--- src/rtl/arcade_input_pkg.sv ---
// Shared constants, scan codes and types for the arcade player-input front end.
package arcade_input_pkg;

    typedef enum logic [1:0] {
        ROT_0   = 2'd0,
        ROT_A   = 2'd1,
        ROT_180 = 2'd2,
        ROT_B   = 2'd3
    } rot_t;

    typedef enum logic [1:0] {
        COIN_IDLE = 2'd0,
        COIN_HIGH = 2'd1,
        COIN_GAP  = 2'd2
    } coin_state_t;

    localparam int unsigned JOY_R = 0;
    localparam int unsigned JOY_L = 1;
    localparam int unsigned JOY_D = 2;
    localparam int unsigned JOY_U = 3;

    function automatic int unsigned joy_btn_idx(input int unsigned b);
        return 4 + b;
    endfunction

    function automatic int unsigned joy_start_idx(input int unsigned buttons);
        return 4 + buttons;
    endfunction

    function automatic int unsigned joy_coin_idx(input int unsigned buttons);
        return 5 + buttons;
    endfunction

    // Arrow keys match on the low byte only so the extended prefix is ignored.
    localparam logic [7:0] SC_UP    = 8'h75;
    localparam logic [7:0] SC_DOWN  = 8'h72;
    localparam logic [7:0] SC_LEFT  = 8'h6B;
    localparam logic [7:0] SC_RIGHT = 8'h74;

    localparam logic [3:0][8:0] SC_BTN   = {9'h012, 9'h011, 9'h014, 9'h029};
    localparam logic [3:0][8:0] SC_START = {9'h00C, 9'h004, 9'h006, 9'h005};
    localparam logic [3:0][8:0] SC_COIN  = {9'h03E, 9'h03D, 9'h036, 9'h02E};
    localparam logic [8:0]      SC_PAUSE = 9'h04D;

    // Direction nibble layout: [0]R [1]L [2]D [3]U.
    function automatic logic [3:0] rotate_dir(input rot_t r, input logic [3:0] d);
        logic [3:0] o;
        case (r)
            ROT_A:   o = {d[JOY_L], d[JOY_R], d[JOY_D], d[JOY_U]};
            ROT_180: o = {d[JOY_D], d[JOY_U], d[JOY_R], d[JOY_L]};
            ROT_B:   o = {d[JOY_R], d[JOY_L], d[JOY_U], d[JOY_D]};
            default: o = d;
        endcase
        return o;
    endfunction

endpackage

--- src/rtl/arcade_input_mapper_coin_pulser.sv ---
// Per-player coin pulse generator: rising-edge request, fixed-width pulse, equal lockout.
module coin_pulser
    import arcade_input_pkg::*;
#(
    parameter int unsigned COIN_PULSE = 16
) (
    input  logic clk_sys,
    input  logic RESET_N,
    input  logic req,
    output logic coin
);

    localparam int unsigned CW = (COIN_PULSE > 1) ? $clog2(COIN_PULSE) : 1;
    localparam logic [CW-1:0] CNT_LOAD = CW'(COIN_PULSE - 1);

    coin_state_t   state_q, state_d;
    logic [CW-1:0] cnt_q, cnt_d;
    logic          coin_q, coin_d;
    logic          req_q, req_d;
    logic          req_prev_q, req_prev_d;
    logic [1:0]    warm_q, warm_d;
    logic          rise;

    always_comb begin
        state_d    = state_q;
        cnt_d      = cnt_q;
        coin_d     = coin_q;
        req_d      = req;
        req_prev_d = req_q;
        warm_d     = {warm_q[0], 1'b1};
        // Edges are only trusted once both history flops hold real samples, so a
        // request already high across reset release is not taken as a new edge.
        rise       = req_q & ~req_prev_q & warm_q[1];
        unique case (state_q)
            COIN_IDLE: begin
                if (rise) begin
                    state_d = COIN_HIGH;
                    cnt_d   = CNT_LOAD;
                    coin_d  = 1'b1;
                end
            end
            COIN_HIGH: begin
                if (cnt_q == '0) begin
                    state_d = COIN_GAP;
                    cnt_d   = CNT_LOAD;
                    coin_d  = 1'b0;
                end else begin
                    cnt_d = cnt_q - 1'b1;
                end
            end
            COIN_GAP: begin
                if (cnt_q == '0) begin
                    state_d = COIN_IDLE;
                end else begin
                    cnt_d = cnt_q - 1'b1;
                end
            end
            default: begin
                state_d = COIN_IDLE;
                coin_d  = 1'b0;
            end
        endcase
    end

    always_ff @(posedge clk_sys or negedge RESET_N) begin
        if (!RESET_N) begin
            state_q    <= COIN_IDLE;
            cnt_q      <= '0;
            coin_q     <= 1'b0;
            req_q      <= 1'b0;
            req_prev_q <= 1'b0;
            warm_q     <= '0;
        end else begin
            state_q    <= state_d;
            cnt_q      <= cnt_d;
            coin_q     <= coin_d;
            req_q      <= req_d;
            req_prev_q <= req_prev_d;
            warm_q     <= warm_d;
        end
    end

    assign coin = coin_q;

endmodule

--- src/rtl/arcade_input_mapper.sv ---
// Player-input front end: PS/2 key map merged with HPS joysticks, rotation, coin and pause.
module arcade_input_mapper
    import arcade_input_pkg::*;
#(
    parameter int unsigned PLAYERS    = 2,
    parameter int unsigned BUTTONS    = 1,
    parameter int unsigned COIN_PULSE = 16
) (
    input  logic                         clk_sys,
    input  logic                         RESET_N,
    input  logic [10:0]                  ps2_key,
    input  logic [16*PLAYERS-1:0]        joystick,
    input  logic [1:0]                   rot,
    input  logic                         merge_joys,
    input  logic                         coin_auto,
    output logic [4*PLAYERS-1:0]         p_dir,
    output logic [BUTTONS*PLAYERS-1:0]   p_btn,
    output logic [PLAYERS-1:0]           p_start,
    output logic [PLAYERS-1:0]           coin,
    output logic                         pause
);

    logic       ps2_tog_q, ps2_tog_d;
    logic       key_evt, key_make;
    logic [8:0] key_code;
    logic [3:0] kb_dir_q, kb_dir_d;
    logic [3:0] kb_btn_q, kb_btn_d;
    logic [3:0] kb_start_q, kb_start_d;
    logic [3:0] kb_coin_q, kb_coin_d;
    logic       pause_key_q, pause_key_d;
    logic       pause_q, pause_d;

    logic [4*PLAYERS-1:0]       p_dir_q, p_dir_d;
    logic [BUTTONS*PLAYERS-1:0] p_btn_q, p_btn_d;
    logic [PLAYERS-1:0]         p_start_q, p_start_d;
    logic [PLAYERS-1:0]         coin_req;

    logic [15:0] jv;
    logic [3:0]  raw_dir;
    logic        start_req;
    logic        unused_ok;

    assign key_evt  = ps2_key[10] ^ ps2_tog_q;
    assign key_make = ps2_key[9];
    assign key_code = ps2_key[8:0];

    always_comb begin
        ps2_tog_d   = ps2_key[10];
        kb_dir_d    = kb_dir_q;
        kb_btn_d    = kb_btn_q;
        kb_start_d  = kb_start_q;
        kb_coin_d   = kb_coin_q;
        pause_key_d = pause_key_q;
        pause_d     = pause_q;
        if (key_evt) begin
            if (key_code[7:0] == SC_UP)    kb_dir_d[JOY_U] = key_make;
            if (key_code[7:0] == SC_DOWN)  kb_dir_d[JOY_D] = key_make;
            if (key_code[7:0] == SC_LEFT)  kb_dir_d[JOY_L] = key_make;
            if (key_code[7:0] == SC_RIGHT) kb_dir_d[JOY_R] = key_make;
            for (int unsigned i = 0; i < 4; i++) begin
                if (key_code == SC_BTN[i])   kb_btn_d[i]   = key_make;
                if (key_code == SC_START[i]) kb_start_d[i] = key_make;
                if (key_code == SC_COIN[i])  kb_coin_d[i]  = key_make;
            end
            // Toggle only on the first make so typematic repeats are ignored.
            if (key_code == SC_PAUSE) begin
                pause_key_d = key_make;
                if (key_make && !pause_key_q) pause_d = ~pause_q;
            end
        end
    end

    always_comb begin
        p_dir_d   = '0;
        p_btn_d   = '0;
        p_start_d = '0;
        coin_req  = '0;
        jv        = '0;
        raw_dir   = '0;
        start_req = 1'b0;
        for (int unsigned p = 0; p < PLAYERS; p++) begin
            jv = joystick[p*16 +: 16];
            if (p == 0 && merge_joys) begin
                for (int unsigned q = 1; q < PLAYERS; q++) jv = jv | joystick[q*16 +: 16];
            end
            raw_dir = jv[3:0];
            if (p == 0) raw_dir = raw_dir | kb_dir_q;
            p_dir_d[p*4 +: 4] = rotate_dir(rot_t'(rot), raw_dir);
            for (int unsigned b = 0; b < BUTTONS; b++) begin
                p_btn_d[p*BUTTONS + b] = (p == 0) ? (jv[joy_btn_idx(b)] | kb_btn_q[b])
                                                  : jv[joy_btn_idx(b)];
            end
            start_req    = jv[joy_start_idx(BUTTONS)] | kb_start_q[p];
            p_start_d[p] = start_req;
            coin_req[p]  = jv[joy_coin_idx(BUTTONS)] | kb_coin_q[p] | (coin_auto & start_req);
        end
    end

    always_ff @(posedge clk_sys or negedge RESET_N) begin
        if (!RESET_N) begin
            ps2_tog_q   <= 1'b0;
            kb_dir_q    <= '0;
            kb_btn_q    <= '0;
            kb_start_q  <= '0;
            kb_coin_q   <= '0;
            pause_key_q <= 1'b0;
            pause_q     <= 1'b0;
            p_dir_q     <= '0;
            p_btn_q     <= '0;
            p_start_q   <= '0;
        end else begin
            ps2_tog_q   <= ps2_tog_d;
            kb_dir_q    <= kb_dir_d;
            kb_btn_q    <= kb_btn_d;
            kb_start_q  <= kb_start_d;
            kb_coin_q   <= kb_coin_d;
            pause_key_q <= pause_key_d;
            pause_q     <= pause_d;
            p_dir_q     <= p_dir_d;
            p_btn_q     <= p_btn_d;
            p_start_q   <= p_start_d;
        end
    end

    for (genvar g = 0; g < PLAYERS; g++) begin : g_coin
        coin_pulser #(.COIN_PULSE(COIN_PULSE)) u_coin (
            .clk_sys (clk_sys),
            .RESET_N (RESET_N),
            .req     (coin_req[g]),
            .coin    (coin[g])
        );
    end

    assign p_dir   = p_dir_q;
    assign p_btn   = p_btn_q;
    assign p_start = p_start_q;
    assign pause   = pause_q;

    // Joystick bits above the coin bit and key-map slots beyond PLAYERS/BUTTONS are spare.
    assign unused_ok = ^{joystick, kb_btn_q, kb_start_q, kb_coin_q};

endmodule

--- config.mk ---
export PLATFORM = sky130hd
export DESIGN_NAME = arcade_input_mapper
export DESIGN_NICKNAME = d
export VERILOG_FILES = /design/src/rtl/arcade_input_pkg.sv /design/src/rtl/arcade_input_mapper_coin_pulser.sv /design/src/rtl/arcade_input_mapper.sv
export SDC_FILE = /design/constraint.sdc
export NUM_CORES = 1
export LEC_CHECK = 0
export ABC_AREA = 1
export CAP_MARGIN = 20
export CORE_ASPECT_RATIO = 1.4
export CORE_MARGIN = 1.5
export CORE_UTILIZATION = 35
export CTS_BUF_LIST = sky130_fd_sc_hd__clkbuf_4
export CTS_CLUSTER_SIZE = 10
export DETAILED_ROUTE_END_ITERATION = 7
export SLEW_MARGIN = 15
export SYNTH_ARGS = -nofsm -noshare
export SYNTH_HDL_FRONTEND = slang
export SYNTH_SLANG_ARGS = --single-unit
--- constraint.sdc ---
create_clock -name clk_sys -period 4.2 [get_ports clk_sys]
set_input_delay 1.05 -clock clk_sys [delete_from_list [all_inputs] [get_ports clk_sys]]
set_output_delay 1.05 -clock clk_sys [all_outputs]
set_load 0.05 [all_outputs]
==> results.md <==
* Status: complete, no violations
* WL/cell at 11.1 um
* Multi-input gate area at between 1000 and 1500 um2
* Complex-gate fraction of the synthesized area at 0.0591
* Required @ worst endpoint at approximately 3200 ps
* TritonCTS Sinks at 44
* CP Max Fanout at 3
* Worst-case clock buffer depth at 2
* Drt pass-1 iters at 4
* # rows at 35
* Core area at ~6600 um2
* Global-route wire length before repair at 8840 um
* Die footprint at approximately 7400 um2
* Fillers at about 650
* Worst-Margin Slew at 523 ps
* Htree depth at 2
* Tightest Hold Check Type: register to register
* Final period util at 0.618
* Final setup violation count at 0
* Nature of the critical path startpoint: register
* Root Driver: clkbuf_4
* EDFF count, synth at 0
* Post-synthesis mux area share at 0
* GRT Total Usage at 0.154
* VDD IR-drop max at 0.173 mV
* Max-slew headroom at 0.650
* Worst skew pair latency at 350 ps
* CP Capture Type: output pin
* Number of global-route vias before repair at 2062
* Via density at 4.59
* # diodes at 0
* PnR Total Power at 1.37 mW
* Layout cell share with drive strength beyond 1 at 0.0323
* Cell with the most instances after synthesis: nand2_1
* CP Buf/Inv Count at 1
* CP peak stage delay at 810 ps
* Hold Worst Slack at 365 ps
* Layout Skew at 11.0 ps
* Starting Density at 0.362
* CTS clk-pin slew, worst paths at about 130 ps
* Synth warn at 0
* Synth Instances at 321
* Max-cap violations at 0
* Ys async rst share at 1.00
* Critical path start-end classification: register to output pin
* Pwr per Cell Area at 454 nW/um2
* Grt ovf at 0
* Reg area at between 1000 and 1500 um2
* Die W at 72.9 um
* CTS Buf Count at 5
* #FFs+latches synth at 44
* Slowest-stage cell, CP: clkdlybuf4s50_1
* Setup Fix Bufs, Post-CTS at 0
* CP cell instances: clkdlybuf4s50_1
* Cts hold-fix bufs at 0
* Gpl congestion at about 0.85
* RSZ-0062 raised after global routing: false
* Synth Area in Adders at 0.0575
* Via Count at between 2000 and 2500
* Dpl cell area at roughly 2900 um2
* Top delay family on crit path: buffers and inverters
* Final WL at 5160 um
* # DRC at 0
* Design Area, Final at about 3000 um2
* Layout Nets at 432
* Antenna Nets Post-Route at 0
* Antenna violations before repair at 0
* Cell Area, Synth at 2390 um2
* Largest family of logic cells by synthesized area: simple AND/OR/NAND/NOR gates
* Dpl hpwl at 4000 um
* Sequential area share after synthesis at 0.460
* Synth cell types at 21
* Avg Cell Area, Syn at 7.46 um2
* Largest net degree at the start of global routing at 45
* R2R Setup Slk at 2670 ps
* Cell accounting for the most synthesized area: dfrtp_1
* Simple-Gate Fraction of Synth Area at 0.324
* XOR/XNOR Fraction of Synth Area at 0.0178
* Synthesis-to-finish area growth at 25.7%
* Mapped Nets at 381
* Ports at 64
* Commonest cells post-synth: 109 x nand2_1, 47 x inv_1, 44 x dfrtp_1
* CTS tree: done
* Post-route minimum period at 2590 ps
* Starting DRC count in detailed routing at 101
* Synth area leaders: dfrtp_1 46%, nand2_1 17%, inv_1 7.4%
* Post-synth top area share at 0.460
* Setup_tns at 0 ps
* Critical Path AT at 1540 ps
* Port bufs at 45
* Fmax at 0.386 GHz
* Post-synth top flop: dfrtp_1
* Post-cts sizing count at 0
* Die Y at 101 um
* Max-slew violations at 0
* Final hold vios at 0
* Leakage Power at 1.50 nW
==> power breakdown <==
part	internal [mW]	leakage [nW]	total (mW)	switching (mW)
Sequential	0.506	0.534	0.560	0.0537
Clock	0.0684	0.0315	0.199	0.130
Combinational	0.223	0.937	0.607	0.384
Total	0.798	1.50	1.37	0.568
==> cells in the final DEF, fill, tap and decap left out, drive strengths merged <==
cell and count:
xnor2 1, nand3 23, buf 2, nand2 110, nor2 34, o211ai 2
ha 11, o21ai 15, nand4 13, o22ai 1, inv 47, a211o 2
a21oi 4, conb 1, clkdlybuf4s50 44, clkinv 1, or2 1, xor2 3
clkbuf 6, a21boi 1, dfrtp 44, nor3 6
==> registers in the layout (all words and copies together) (netlist names) <==
register / cells
g_coin.u_coin.cnt_q: 8
p_dir: 8
g_coin.u_coin.state_q: 4
kb_dir_q: 4
g_coin.u_coin.coin: 2
g_coin.u_coin.req_prev_d: 2
g_coin.u_coin.req_prev_q: 2
g_coin.u_coin.warm_q: 2
kb_coin_q: 2
kb_start_q: 2
p_btn: 2
p_start: 2
kb_btn_q: 1
pause: 1
pause_key_q: 1
ps2_tog_q: 1
==> layout make-up <==
| class | count | share of cell area |
|---|---|---|
| clock buffers | 6 | 0.0150 |
| clock inverters | 1 | 0.00166 |
| inverters | 47 | 0.0586 |
| multi-input cells | 228 | 0.366 |
| flip-flops and latches | 44 | 0.366 |
| well taps | 92 | 0.0383 |
| repair buffers | 46 | 0.155 |
==> cells by family after synthesis <==
logic type      after synthesis
simple gates                187
flops                        44
xor+xnor                      4
buf+inv                      49
compound gates               25
fa+ha+maj                    11
other cells                   1
==> routing by layer <==
metal	part of all wire	GRT usage
met1	0.44	0.182
met2	0.51	0.270
met3	0.038	0.0350
met4	0.019	0.0537
met5	0	0
==> final timing paths <==
check | start | to | cells past startpoint
worst max register to register | g_coin[1].u_coin.state_q[0] | g_coin[1].u_coin.cnt_q[2] | 8
worst min-delay path | g_coin[1].u_coin.warm_q[0] | g_coin[0].u_coin.warm_q[1] | 0
max in group asynchronous | RESET_N | p_btn[1] | 2
worst min register to register | g_coin[1].u_coin.warm_q[0] | g_coin[0].u_coin.warm_q[1] | 0
min in group asynchronous | RESET_N | g_coin[1].u_coin.cnt_q[2] | 1
worst max-delay path | pause | pause | 1
==> stage by stage <==
step	instances	util	setup WS, ps
floorplan	321	-	2420
global placement	456	0.444	1670
detailed placement	456	0.444	1650
CTS	463	0.452	1570
global route	464	0.455	1540
finish	464	0.455	1610
Note: power is estimated with default switching activity, not from simulation.
